## src/rtl/expu_stream_ctrl.sv

```systemverilog
// Control sequencer for the exponential unit: runs one vector job through the
// unit with valid/ready on both sides, tracks in-flight stages, stalls and clears.
module expu_stream_ctrl #(
    parameter int LATENCY   = 2,
    parameter int CNT_WIDTH = 16
) (
    input  logic                 clk_i,
    input  logic                 rst_ni,
    input  logic                 start_i,
    input  logic [CNT_WIDTH-1:0] len_i,
    input  logic                 abort_i,
    output logic                 busy_o,
    output logic                 done_o,
    input  logic                 in_valid_i,
    output logic                 in_ready_o,
    output logic                 out_valid_o,
    input  logic                 out_ready_i,
    output logic                 out_last_o,
    output logic                 expu_enable_o,
    output logic                 expu_clear_o
);

    // Handshake: a beat transfers on a cycle where valid and ready are both high;
    // valid never depends on ready on the same side, ready may depend on valid downstream.
    typedef enum logic [1:0] {IDLE, RUN, DRAIN, CLEAR} state_t;

    state_t               state_q, state_d;
    logic [LATENCY-1:0]   vld_q, vld_d;
    logic [CNT_WIDTH-1:0] acc_cnt_q, acc_cnt_d;
    logic [CNT_WIDTH-1:0] emit_cnt_q, emit_cnt_d;
    logic [CNT_WIDTH-1:0] len_q, len_d;
    logic                 completed_q, completed_d;
    logic                 done_q, done_d;
    logic                 stall, accept, emit;

    always_ff @(posedge clk_i or negedge rst_ni) begin
        if (!rst_ni) begin
            state_q     <= IDLE;
            vld_q       <= '0;
            acc_cnt_q   <= '0;
            emit_cnt_q  <= '0;
            len_q       <= '0;
            completed_q <= 1'b0;
            done_q      <= 1'b0;
        end else begin
            state_q     <= state_d;
            vld_q       <= vld_d;
            acc_cnt_q   <= acc_cnt_d;
            emit_cnt_q  <= emit_cnt_d;
            len_q       <= len_d;
            completed_q <= completed_d;
            done_q      <= done_d;
        end
    end

    always_comb begin
        state_d       = state_q;
        vld_d         = vld_q;
        acc_cnt_d     = acc_cnt_q;
        emit_cnt_d    = emit_cnt_q;
        len_d         = len_q;
        completed_d   = completed_q;
        done_d        = 1'b0;
        expu_enable_o = 1'b0;
        expu_clear_o  = 1'b0;
        in_ready_o    = 1'b0;
        out_valid_o   = 1'b0;
        out_last_o    = 1'b0;
        accept        = 1'b0;
        emit          = 1'b0;
        stall         = vld_q[LATENCY-1] & ~out_ready_i;

        case (state_q)
            IDLE: begin
                if (start_i && !abort_i) begin
                    len_d      = len_i;
                    acc_cnt_d  = '0;
                    emit_cnt_d = '0;
                    if (len_i != '0) begin
                        state_d = RUN;
                    end else begin
                        state_d     = CLEAR;
                        completed_d = 1'b1;
                    end
                end
            end
            RUN, DRAIN: begin
                expu_enable_o = ~stall & ~abort_i;
                out_valid_o   = vld_q[LATENCY-1] & ~abort_i;
                in_ready_o    = (state_q == RUN) & expu_enable_o & (acc_cnt_q != len_q);
                accept        = in_valid_i & in_ready_o;
                emit          = out_valid_o & out_ready_i;
                out_last_o    = out_valid_o & (emit_cnt_q == len_q - CNT_WIDTH'(1));

                // The whole pipeline advances together, so vld only moves on enabled cycles.
                if (expu_enable_o) begin
                    for (int i = LATENCY - 1; i > 0; i--) begin
                        vld_d[i] = vld_q[i-1];
                    end
                    vld_d[0] = accept;
                end
                if (accept) acc_cnt_d = acc_cnt_q + CNT_WIDTH'(1);
                if (emit) emit_cnt_d = emit_cnt_q + CNT_WIDTH'(1);

                if (abort_i) begin
                    state_d     = CLEAR;
                    completed_d = 1'b0;
                end else if (emit && (emit_cnt_q + CNT_WIDTH'(1) == len_q)) begin
                    state_d     = CLEAR;
                    completed_d = 1'b1;
                end else if (accept && (acc_cnt_q + CNT_WIDTH'(1) == len_q)) begin
                    state_d = DRAIN;
                end
            end
            CLEAR: begin
                expu_clear_o = 1'b1;
                vld_d        = '0;
                done_d       = completed_q;
                state_d      = IDLE;
            end
            default: state_d = IDLE;
        endcase
    end

    assign busy_o = (state_q != IDLE);
    assign done_o = done_q;

endmodule

```

## config.mk

```make
export PLATFORM = sky130hd
export DESIGN_NAME = expu_stream_ctrl
export DESIGN_NICKNAME = d
export VERILOG_FILES = /design/src/rtl/expu_stream_ctrl.sv
export SDC_FILE = /design/constraint.sdc
export NUM_CORES = 1
export LEC_CHECK = 0
export BUFFER_PORTS_ARGS = -buffer_cell sky130_fd_sc_hd__buf_2
export CAP_MARGIN = 15
export CORE_MARGIN = 2
export CORE_UTILIZATION = 45
export DETAILED_ROUTE_END_ITERATION = 10
export PLACE_DENSITY = 0.7
export SYNTH_ARGS = -nofsm -noshare
export SYNTH_HDL_FRONTEND = slang
export SYNTH_SLANG_ARGS = --single-unit
```

## constraint.sdc

```tcl
create_clock -name clk_i -period 2.32 [get_ports clk_i]
set_input_delay 0 -clock clk_i [delete_from_list [all_inputs] [get_ports clk_i]]
set_output_delay 0 -clock clk_i [all_outputs]
set_load 0.1 [all_outputs]
```

==> results.cfg <==
[outcome]
outcome = finished, violations left
violations = setup timing

[grt]
grt_max_degree = 55
grt_pass1_wl_um = 19100
grt_pass1_vias = 3945
track_usage = 0.240
antenna_found_initial = 0
grt_remaining_overflow = 0

[cts]
clkSlewWorstSetupHoldPaths_ps = 100
clkSinkCount = 54
cts_buffers = 5
cts_buffer_depth = 2
clkLatencyLatePin_ps = 310
cts_tree = done
cts-root-buf = clkbuf_8
htree_levels = 2

[critical_path]
crit_family = simple AND/OR/NAND/NOR gates
end_kind = output port
crit_chain = nor4_4, nor4b_4, nor3b_4, nand2_1, mux2_2, o2bb2ai_4, nand4_1, a2111oi_4, buf_12
cp_max_fo = 3
slowest_stage = dfrtp_2
cp_slowest_stage_delay_ps = 450
worstPathRequired_ps = 2320
r2r_slack_ps = -230
path_class = flop to output port
critPathBufInv = 1
crit_arrival_ps = 2850
worst_setup_path_start_kind = flop

[yosys]
syn-num-nets = 515
avgSynthCellArea_um2 = 8.54
synth.top_cell.area_share = 0.325
yosysMostFrequentCell = dfrtp_1
synth-edff-count = 0
ys.flop_type = dfrtp_1
synth_area_leaders = dfrtp_1, xnor2_1, xor2_1
synth_seq_cells = 54
seq_area_frac_synth = 0.325
synth_cells = 487
yosys-top-cells-count = dfrtp_1, nand2_1, nor2_1, xnor2_1, xor2_1
yosysTopAreaCell = dfrtp_1
synth_cell_types = 61
async_reset_ff_frac = 1.00
yosys_warnings = 0
syn_area_um2 = 4160

[layout]
nets = 634
finalCoreUtilization = 0.620
drive_gt1_frac = 0.350
areaGrowthSynthToFinish_pct = 35.8
antenna_cells = 0
design_area_um2 = 5650
fin_cells = 717

[timing]
hold_viol = 0
slew_headroom = 0.529
skew_ps = 11.0
min_period_over_period = 1.23
final.min_clock_period_ps = 2850
setup_ws_ps = -526
setup_viol_count_final = 21
finalSetupTns_ps = -3720
rsz0062_at_grt = yes
tightest_slew_ps = 707
final_max_slew_viol_count = 0
fmax_ghz = 0.351

[placement]
port_buffers = 28
place.gp.congestion = 0.992
placedCellCount = 676
dpl_cell_area_um2 = 4960
hpwl_um = 8540
post-place-ws_ps = -240

[die]
die_area_um2 = 10000
core_area_um2 = 9110
initial_core_util = 0.457
num_rows = 35
ios = 29
die_w_um = 100
die_h_um = 100

[route]
vias = 4074
drcViolationCount = 0
wl_um = 12100
postRouteAntennaNets = 0
drt_iter0_drc = 327
wl_per_cell_um = 16.9
dr.pass1.iters = 5
vias_per_cell = 5.68

[power]
p_per_area_nw_per_um2 = 1170
peakVddDrop_v = 0.000590
p_leak_uw = 0.00237

[flow_run]
maxCapViolCount = 0

[worst_hold_path]
min_path_type = input pin to flop
-- metal layers --
layer / track usage / routed length [um]
met5: 0 / 0
met2: 0.411 / 6080
met1: 0.326 / 5330
met4: 0.0495 / 149
met3: 0.0327 / 557
-- where the power goes --
group / internal, uW / switching (uW) / total, uW
registers: 1220 / 322 / 1540
clock network: 346 / 311 / 657
logic: 2000 / 2430 / 4430
total: 3570 / 3060 / 6620
-- cell usage in the layout (no fill, tap or decap), types with 4 or more instances in the layout --
cell type and instances:
nand2_1 41, dfrtp_1 48, nand2b_1 12, nand3_1 21
and3_1 8, nand4_1 19, inv_1 9, dlygate4sd3_1 17
nor4_1 9, nand3_2 4, nor2_1 39, buf_6 5
buf_4 96, a21oi_1 21, mux2i_1 4, o22ai_1 4
buf_2 25, o21ai_0 20, xnor2_1 32, o211ai_1 4
dfrtp_2 6, nor3_1 14, and2_1 4, or3_1 5
mux2_2 19, clkbuf_8 6, a31oi_1 5, ha_1 4
xor2_1 31
-- logic make-up (layout without fill, tap and decap cells) --
logic type	after synthesis	count (layout)	synth area share
AOI/OAI and AO/OA	81	82	0.126
xor gates and xnor gates	68	68	0.143
adders and majority gates	6	6	0.0180
buffers and inverters	46	164	0.0571
DFF	54	54	0.325
muxes	23	23	0.0611
and+or+nand+nor	209	209	0.269
-- state kept, by name, indices dropped and copies added (netlist names) --
signal and count:
emit_cnt_q 16, completed_q 1, len_q 16, done_o 1
acc_cnt_q 16, vld_q 2, state_q 2
-- final cells by class --
class,instances,area (um^2)
clock inverter,1,30.0
timing repair buffer,146,1130
clock buffer,6,82.6
tap,111,139
sequential,54,1360
inverter,11,45.0
multi-input combinational,388,2860
fill,763,3460
-- per-stage QoR --
stage	power, uW	hold slack [ps]
finish	6620	29.5
global route	7040	28.4
CTS	6250	6.62
detailed placement	5280	178
global placement	5170	166
floorplan	4050	-296
-- worst paths after layout --
kind	from	endpoint	cells after the start
max reg2reg	len_q[0]$_DFFE_PN0P_	state_q[0]$_DFFE_PN0P_	9
min	abort_i	completed_q$_DFFE_PN0P_	2
max in group asynchronous	rst_ni	emit_cnt_q[1]$_DFFE_PN0P_	3
min in group asynchronous	rst_ni	acc_cnt_q[3]$_DFFE_PN0P_	3
min reg2reg	completed_q$_DFFE_PN0P_	done_o$_DFF_PN0_	1
max	len_q[4]$_DFFE_PN0P_	out_last_o	9
-- what timing repair did --
| item | CTS | global route |
|---|---|---|
| setup endpoints to repair | 23 | 28 |
| hold buffers | 17 | 0 |
| endpoints found under the hold margin | 70 | 0 |
| buffers inserted | 5 | 13 |
| pin swaps | 25 | 26 |
| cloned | 1 | 0 |
| resized for setup | 30 | 28 |
-- worst reg2reg max path, cell delays in order, from the launching register on --
cell and delay [ps]:
dfrtp_2 460, buf_4 170, xor2_2 200, nand2_1 120, nor4b_4 280, nand4_1 130
or4_4 570, o21ai_4 230, a2bb2oi_2 180, o21ai_1 90
No activity file was read; power rests on OpenSTA's default activity.
